## config.mk

```make
export PLATFORM = sky130hd
export DESIGN_NAME = actbuf_port_arbiter
export DESIGN_NICKNAME = d
export VERILOG_FILES = /design/src/rtl/actbuf_port_arbiter.sv
export SDC_FILE = /design/constraint.sdc
export NUM_CORES = 1
export LEC_CHECK = 0
export CORE_AREA = 2 2 327 329
export CTS_CLUSTER_SIZE = 10
export DETAILED_ROUTE_END_ITERATION = 8
export DIE_AREA = 0 0 329 331
export GPL_TIMING_DRIVEN = 0
export HOLD_SLACK_MARGIN = 0.02
export PLACE_DENSITY_LB_ADDON = 0.05
export RECOVER_POWER = 50
export SKIP_CTS_REPAIR_TIMING = 1
export SYNTH_ARGS = -nofsm -noshare
export SYNTH_HDL_FRONTEND = slang
export SYNTH_SLANG_ARGS = --single-unit
```

## constraint.sdc

```tcl
create_clock -name clk -period 5.99 [get_ports clk]
set_clock_uncertainty 0.2 [all_clocks]
set_input_delay 0.8985 -clock clk [delete_from_list [all_inputs] [get_ports clk]]
set_output_delay 0.8985 -clock clk [all_outputs]
set_load 0.01 [all_outputs]
```

## src/rtl/actbuf_port_arbiter.sv

```systemverilog
// actbuf_port_arbiter
// Shares the single-port activation buffer SRAM between the external bus port,
// the internal window-read port and the ofmap writeback port. Writebacks are
// queued in a small FIFO so output pulses are never lost while window fetches
// hold the SRAM. At most one SRAM access is granted per cycle.

module actbuf_port_arbiter #(
    parameter int addrWidth   = 12,
    parameter int dataWidth   = 128,
    parameter int wbFifoDepth = 4,   // power of two, >= 2
    parameter int starveLimit = 8    // >= 1
) (
    input  logic                           clk,
    input  logic                           nrst,
    input  logic                           clear,

    // external bus port
    input  logic                           ext_req_valid,
    input  logic                           ext_req_wen,
    input  logic [addrWidth-1:0]           ext_req_addr,
    input  logic [dataWidth-1:0]           ext_req_wdata,
    output logic                           ext_req_ready,
    output logic                           ext_rd_valid,
    output logic [dataWidth-1:0]           ext_rd_data,

    // internal window-read port
    input  logic                           ird_req_valid,
    input  logic [addrWidth-1:0]           ird_req_addr,
    output logic                           ird_req_ready,
    output logic                           ird_rd_valid,
    output logic [dataWidth-1:0]           ird_rd_data,

    // ofmap writeback port
    input  logic                           iwr_valid,
    input  logic [addrWidth-1:0]           iwr_addr,
    input  logic [dataWidth-1:0]           iwr_data,
    output logic                           iwr_ready,

    // SRAM macro side
    output logic                           sram_en,
    output logic                           sram_wen,
    output logic [addrWidth-1:0]           sram_addr,
    output logic [dataWidth-1:0]           sram_wdata,
    input  logic [dataWidth-1:0]           sram_rdata,

    // status
    output logic [$clog2(wbFifoDepth):0]   wb_level,
    output logic                           busy
);

    localparam int PtrW = $clog2(wbFifoDepth);
    localparam int LvlW = PtrW + 1;
    localparam int CntW = $clog2(starveLimit + 1);

    // Grant select encoding
    localparam logic [1:0] GNT_NONE = 2'd0;
    localparam logic [1:0] GNT_EXT  = 2'd1;
    localparam logic [1:0] GNT_IRD  = 2'd2;
    localparam logic [1:0] GNT_FIFO = 2'd3;

    // ------------------------------------------------------------------
    // State
    // ------------------------------------------------------------------
    logic [addrWidth-1:0] fifo_addr_q [wbFifoDepth];
    logic [dataWidth-1:0] fifo_data_q [wbFifoDepth];

    logic [PtrW-1:0] wptr_q,   wptr_d;
    logic [PtrW-1:0] rptr_q,   rptr_d;
    logic [LvlW-1:0] level_q,  level_d;
    logic [CntW-1:0] starve_q, starve_d;
    logic            rd_pend_q, rd_pend_d;   // a read was granted last cycle
    logic            rd_tag_q,  rd_tag_d;    // 1 = ext owns it, 0 = ird owns it

    // ------------------------------------------------------------------
    // Arbitration
    // ------------------------------------------------------------------
    logic [1:0] grant;
    logic       fifo_nonempty;
    logic       fifo_nearly_full;
    logic       ext_starved;
    logic       push;
    logic       pop;

    assign fifo_nonempty    = (level_q != '0);
    assign fifo_nearly_full = (level_q >= LvlW'(wbFifoDepth - 1));
    assign ext_starved      = ext_req_valid && (starve_q == CntW'(starveLimit));

    // Fixed-precedence grant: starved ext, nearly-full FIFO, ird, FIFO, ext.
    // A clear cycle grants nothing.
    always_comb begin
        // NOTE: every signal written in a combinational block gets a default
        // first so no path leaves it unassigned and infers a latch.
        grant = GNT_NONE;
        if (!clear) begin
            if (ext_starved) begin
                grant = GNT_EXT;
            end else if (fifo_nearly_full && fifo_nonempty) begin
                grant = GNT_FIFO;
            end else if (ird_req_valid) begin
                grant = GNT_IRD;
            end else if (fifo_nonempty) begin
                grant = GNT_FIFO;
            end else if (ext_req_valid) begin
                grant = GNT_EXT;
            end
        end
    end

    assign ext_req_ready = (grant == GNT_EXT);
    assign ird_req_ready = (grant == GNT_IRD);

    // Readiness ignores a same-cycle pop, so a full FIFO refuses even when
    // it is about to drain one entry.
    assign iwr_ready = !clear && (level_q < LvlW'(wbFifoDepth));
    assign push      = iwr_valid && iwr_ready;
    assign pop       = (grant == GNT_FIFO);

    // ------------------------------------------------------------------
    // SRAM drive: granted source steers the macro in the same cycle
    // ------------------------------------------------------------------
    // Route the granted request onto the SRAM pins; idle pins sit at zero.
    always_comb begin
        sram_en    = 1'b0;
        sram_wen   = 1'b0;
        sram_addr  = '0;
        sram_wdata = '0;
        case (grant)
            GNT_EXT: begin
                sram_en    = 1'b1;
                sram_wen   = ext_req_wen;
                sram_addr  = ext_req_addr;
                sram_wdata = ext_req_wen ? ext_req_wdata : '0;
            end
            GNT_IRD: begin
                sram_en    = 1'b1;
                sram_addr  = ird_req_addr;
            end
            GNT_FIFO: begin
                sram_en    = 1'b1;
                sram_wen   = 1'b1;
                sram_addr  = fifo_addr_q[rptr_q];
                sram_wdata = fifo_data_q[rptr_q];
            end
            default: ;
        endcase
    end

    // ------------------------------------------------------------------
    // Next-state: FIFO pointers/level, starvation counter, read tag
    // ------------------------------------------------------------------
    // Compute all control-register updates; clear overrides everything.
    always_comb begin
        wptr_d    = wptr_q;
        rptr_d    = rptr_q;
        level_d   = level_q;
        starve_d  = starve_q;
        rd_pend_d = 1'b0;
        rd_tag_d  = rd_tag_q;

        if (clear) begin
            wptr_d   = '0;
            rptr_d   = '0;
            level_d  = '0;
            starve_d = '0;
        end else begin
            // Pointers are PtrW bits wide, so +1 wraps modulo the depth.
            if (push) wptr_d = wptr_q + PtrW'(1);
            if (pop)  rptr_d = rptr_q + PtrW'(1);

            case ({push, pop})
                2'b10:   level_d = level_q + LvlW'(1);
                2'b01:   level_d = level_q - LvlW'(1);
                default: level_d = level_q;
            endcase

            // Count consecutive denied ext cycles, saturating at the limit.
            if (!ext_req_valid || (grant == GNT_EXT)) begin
                starve_d = '0;
            end else if (starve_q != CntW'(starveLimit)) begin
                starve_d = starve_q + CntW'(1);
            end

            // Remember who owns the read data returning next cycle.
            if (grant == GNT_EXT && !ext_req_wen) begin
                rd_pend_d = 1'b1;
                rd_tag_d  = 1'b1;
            end else if (grant == GNT_IRD) begin
                rd_pend_d = 1'b1;
                rd_tag_d  = 1'b0;
            end
        end
    end

    // Control registers with asynchronous active-low reset.
    always_ff @(posedge clk or negedge nrst) begin
        // NOTE: sequential state uses non-blocking assignments so every
        // register samples pre-edge values regardless of statement order.
        if (!nrst) begin
            wptr_q    <= '0;
            rptr_q    <= '0;
            level_q   <= '0;
            starve_q  <= '0;
            rd_pend_q <= 1'b0;
            rd_tag_q  <= 1'b0;
        end else begin
            wptr_q    <= wptr_d;
            rptr_q    <= rptr_d;
            level_q   <= level_d;
            starve_q  <= starve_d;
            rd_pend_q <= rd_pend_d;
            rd_tag_q  <= rd_tag_d;
        end
    end

    // Writeback FIFO storage, written on an accepted push.
    always_ff @(posedge clk) begin
        // NOTE: the storage array has no reset; the level and pointers define
        // which entries are meaningful, so stale contents are never observed.
        if (push) begin
            fifo_addr_q[wptr_q] <= iwr_addr;
            fifo_data_q[wptr_q] <= iwr_data;
        end
    end

    // ------------------------------------------------------------------
    // Read return and status
    // ------------------------------------------------------------------
    // A clear in the return cycle suppresses the pending read data.
    assign ext_rd_valid = rd_pend_q &&  rd_tag_q && !clear;
    assign ird_rd_valid = rd_pend_q && !rd_tag_q && !clear;
    assign ext_rd_data  = ext_rd_valid ? sram_rdata : '0;
    assign ird_rd_data  = ird_rd_valid ? sram_rdata : '0;

    assign wb_level = level_q;
    assign busy     = fifo_nonempty || rd_pend_q;

endmodule

```

## Word level (Yosys, flattened, before mapping)

Memory sizes are Yosys's and may differ from the RTL's.
Index checks and enable logic that the tools add are counted.

| word-level totals | value |
|---|---|
| bits in registers | 13 |
| RAM bits | 560 |
| input port bits | 427 |
| output and inout port bits | 407 |
| logic and storage cells | 75 |
| memories | 2 |

| cells by class | value |
|---|---|
| $add $sub $neg | 5 |
| magnitude comparators | 2 |
| eq/ne operators | 7 |
| muxes and demuxes | 29 |
| bitwise logic cells | 1 |
| reduce and logical (&&, ||, !) cells | 23 |

Memories:

| memory | words | width | read ports | clocked after Yosys merged registers in | write ports | RTL line | text |
|---|---|---|---|---|---|---|---|
| fifo_data_q | 4 | 128 | 1 | 0 | 1 | 65 | `logic [dataWidth-1:0] fifo_data_q [wbFifoDepth];` |
| fifo_addr_q | 4 | 12 | 1 | 0 | 1 | 64 | `logic [addrWidth-1:0] fifo_addr_q [wbFifoDepth];` |

Operators by type and width:

| kind | number |
|---|---|
| 128-bit 2-to-1 mux | 3 |
| 128-bit one-hot mux with 2 select lines | 1 |
| 12-bit one-hot mux with 3 select lines | 1 |
| 2-bit 2-to-1 mux | 9 |
| 4-bit 2-to-1 mux | 3 |
| 1-bit logical AND | 9 |
| 1-bit 2-to-1 mux | 9 |
| 3-bit nonzero test | 3 |
| 2-bit equality test, second input constant | 3 |
| 3-bit one-hot mux with 2 select lines | 1 |
| 2-bit nonzero test | 3 |
| 2-bit by 1-bit adder with 2-bit output, second input constant | 2 |
| 4-bit by 1-bit adder with 4-bit output, second input constant | 1 |
| 2-bit by 1-bit equality test with 1-bit output, second input constant | 2 |
| 4-bit equality test, second input constant | 1 |
| 1-bit zero test | 4 |
| 4-bit inequality test, second input constant | 1 |
| 3-bit by 1-bit adder with 3-bit output, second input constant | 1 |
| 3-bit by 2-bit >= comparator with 1-bit output, second input constant | 1 |
| 3-bit less-than comparator, second input constant | 1 |
| 3-bit 2-to-1 mux | 1 |
| 3-bit OR reduction | 1 |
| 3-bit by 1-bit subtractor with 3-bit output, second input constant | 1 |
| 1-bit logical OR | 2 |
| other kinds (3) | 3 |

## Longest topological paths before layout

| logic depth | value |
|---|---|
| word-level depth | 10 |
| mapped depth | 11 |
| depth with buffers taken out | 8 |

## Least setup slack after synthesis

Ideal clock, no wire load.

| path | value |
|---|---|
| path type | input-to-reg |
| from | in iwr_valid |
| to | mem fifo_addr_q[1][0] (enable) |
| setup time | 0.516 ns |
| data arrival time | 4.681 ns |
| required time | 5.274 ns |
| slack | 0.593 ns |
| stages on the path | 4 |
| path buffers | 1 |
| cells stage by stage | nor2b_1 nor2b_1 clkbuf_1 and2_1 |

| on the way | value |
|---|---|
| cells in the longest elaborated chain, start to end | 3 |

Ends and longest elaborated chain:

| element | RTL line | text |
|---|---|---|
| from (decl) | 34 | `input logic iwr_valid,` |
| 1-bit logical AND | 115 | `assign push = iwr_valid && iwr_ready;` |
| 1-bit 2-to-1 mux | 219 | `if (push) begin` |
| 1-bit 2-to-1 mux (not written as such) | 220 | `fifo_addr_q[wptr_q] <= iwr_addr;` |
| to (decl) | 64 |  |

Every way passes these cells.

## Worst setup path in the final report

| path | value |
|---|---|
| from | in clear |
| to | out ird_rd_data[87] |

| on the way | value |
|---|---|
| cells in the longest elaborated chain, start to end | 3 |

Ends and longest elaborated chain:

| element | RTL line | text |
|---|---|---|
| from (decl) | 15 | `input logic clear,` |
| 1-bit zero test | 230 | `assign ird_rd_valid = rd_pend_q && !rd_tag_q && !clear;` |
| 1-bit logical AND | 230 |  |
| 128-bit 2-to-1 mux | 232 | `assign ird_rd_data = ird_rd_valid ? sram_rdata : '0;` |
| to (decl) | 31 | `output logic [dataWidth-1:0] ird_rd_data,` |

Every way passes these cells.

==> summary.md <==
| Metric | Value |
|---|---|
| Status | `finished with violations` |
| Failing checks | `capacitance limit, slew limit` |
| Total grt overflow | `0` |
| Initial DRC Count | `1,029` |
| Row cnt | `119` |
| Die area | `109,000 sq um` |
| FF-to-FF path depth | `5` |
| CP top delay family | `buffers and inverters` |
| CTS tree | `built` |
| Critical Setup Path Class | `in -> out` |
| CP Data Required Time | `4890 ps` |
| Hold depth | `1` |
| Routed vias | `16,900` |
| Total Routing Usage GR | `0.178` |
| Slowest stage cell, crit path | `nor3b_1` |
| Area Overhead vs Synth | `49.6%` |
| Worst skew pair latency | `600 ps` |
| Routed Antenna Nets | `0` |
| Max cap viols | `5` |
| Synthesized net count | `1,890` |
| Most used DFF post-synth | `edfxtp_1` |
| Initial Utilization | `0.234` |
| Hold WC Path Type | `reg -> reg` |
| Dpl hpwl | `77.4 mm` |
| Core Box Area | `105,000 sq um` |
| CTS Buffer Depth | `3` |
| Vert. Die Dim | `331 microns` |
| Synth top area share | `0.683` |
| Fraction of registers with async set/reset | `0.0227` |
| Initial antenna violation count | `95` |
| Crit Path Max Fanout | `10` |
| Clk sinks | `573` |
| Crit. path cell count | `7` |
| CP arrival | `4470 ps` |
| Setup TNS | `0 ps` |
| Root Buffer Master | `clkbuf_16` |
| Final period util | `0.930` |
| Critical Path End Type | `output port` |
| Max IR drop VDD | `0.000175 V` |
| Total wire length | `101 mm` |
| DRC viols | `0` |
| Synth Instances | `1,456` |
| CP bufs+invs | `5` |
| R2R setup slack | `1400 ps` |
| Most Frequent Cell on Critical Path | `clkbuf_1` |
| Area contributors post-synth | `edfxtp_1 68%, mux4_2 13%, and2_1 6.6%, a22o_1 2.1%, nand2_1 1.5%` |
| Yosys warning total | `0` |
| RSZ-0062 raised after global routing | `false` |
| Global-route wire length before repair | `136 mm` |
| Commonest cells after routing, fill and taps aside | `687 x clkdlybuf4s50_1, 560 x edfxtp_1, 257 x and2_1` |
| Fmax | `180 MHz` |
| I/O pins | `834` |
| Routed length per instance | `26.4 microns` |
| Fin worst setup slack | `420 ps` |
| Tmin final | `5570 ps` |
| H-tree depth | `3` |
| Post-Place Setup Slack | `266 ps` |
| Crit path cell chain | `clkdlybuf4s50_1 > clkbuf_1 > nor3b_1 > clkbuf_1 > clkbuf_1 > and2_1 > clkdlybuf4s50_1` |
| Finished Layout Cells | `3,803` |
| Netlist cell types | `44` |
| Fin. max-slew vios | `143` |
| Leading area contributor after synthesis | `edfxtp_1` |
| Vias in the first global route | `17,600` |
| Post-Place Cells | `3,691` |
| NumNets Final | `2,806` |
| TritonRoute pass-1 iters | `5` |
| Share of layout cells above drive strength 1 | `0.116` |
| Number of synthesized flops with an enable pin | `560` |
| Max incr delay on CP | `680 ps` |
| Min Hold Slack | `298 ps` |
| P_leak | `12.0 nW` |
| Post-Syn Area | `24,600 sq um` |
| Final setup fails | `0` |
| Register clock-pin slew on the reported worst setup and hold paths | `50 ps` |
| Fin. Hold Viols | `0` |
| Slew HR | `-0.540` |
| Die X | `329 microns` |
| Yosys reg bits | `573` |
| Avg Vias per Cell | `4.45` |
| Power Density | `338 nW/um^2` |
| Total CTS buffers | `70` |
| Seq/Total Area, Yosys | `0.696` |
| Startpoint types | `input pin` |
| I/O Buffers | `832` |
| Worst-margin pin slew | `2310 ps` |
| Largest net degree at the start of global routing | `50` |
| RePlAce Congestion | `0.926` |
| Most common cell after layout, fill and taps aside | `clkdlybuf4s50_1` |
| Syn_area_per_cell | `16.9 sq um` |
per-stage QoR:
step                       util  cell area (sq um)  power, W
final                     0.351              36800    0.0124
after global routing      0.351              36800    0.0131
after CTS                 0.352              36900    0.0128
after detailed placement  0.333              35000   0.00903
after global placement    0.330              34700   0.00907
after floorplan               -              24600   0.00694
flip-flops by register name (all words and copies together), names as in the netlist:
signal and count:
rd_tag_q 1, starve_q 4, fifo_addr_q 48, fifo_data_q 512, rptr_q 2, wb_level 3
rd_pend_q 1, wptr_q 2
report_power, final:
part / switching, W / total [W] / internal [W]
Clock: 0.00154 / 0.00368 / 0.00214
Combinational: 0.00203 / 0.00397 / 0.00194
Sequential: 0.0000743 / 0.00478 / 0.00471
Total: 0.00365 / 0.0124 / 0.00879
worst paths after layout:
| check | from | endpoint |
|---|---|---|
| worst max-delay path | clear | ird_rd_data[87] |
| worst min-delay path | starve_q[0] | starve_q[0] |
| worst max register to register | wb_level[2] | fifo_data_q[3][21] |
| worst min register to register | starve_q[0] | starve_q[0] |
| max in group asynchronous | nrst | starve_q[0] |
| min in group asynchronous | nrst | starve_q[1] |
synth_stat cells, types with 2 or more instances:
cell	instances
a21o_1	2
a21oi_1	70
a22o_1	59
a22oi_1	12
and2_1	261
buf_1	5
buf_2	29
buf_4	8
buf_6	3
clkbuf_1	66
dfrtp_1	13
edfxtp_1	560
ha_1	6
inv_1	6
mux2_2	3
mux2i_1	2
mux4_2	140
nand2_1	100
nand2b_1	2
nand3_1	70
nor2_1	7
nor2b_1	6
nor3b_1	3
or3_1	2
xnor2_1	2
per-layer routing:
layer	global-route usage	routed length, microns	vias up
met5	0	144	-
met3	0.0396	6050	274
met4	0.0608	3470	26
met2	0.339	55100	699
li1	-	-	7468
met1	0.193	35800	8463
cells by family after synthesis:
| kind of cell | after synthesis | synth area share |
|---|---|---|
| mux | 146 | 0.131 |
| fa+ha+maj | 7 | 0.00386 |
| simple gates | 461 | 0.105 |
| compound gates | 148 | 0.0416 |
| xor+xnor | 3 | 0.00107 |
| flops | 573 | 0.696 |
| buf+inv | 118 | 0.0217 |
cell type report:
| cell class | instances | area, sq um |
|---|---|---|
| antenna | 17 | 42.5 |
| sequential | 573 | 17100 |
| fill | 10200 | 68100 |
| tap | 1391 | 1740 |
| timing repair buffer | 844 | 8560 |
| buffer | 112 | 507 |
| inverter | 6 | 22.5 |
| multi-input combinational | 765 | 6910 |
| clock inverter | 17 | 126 |
| clock buffer | 78 | 1780 |
Note: power is estimated with default switching activity, not from simulation.
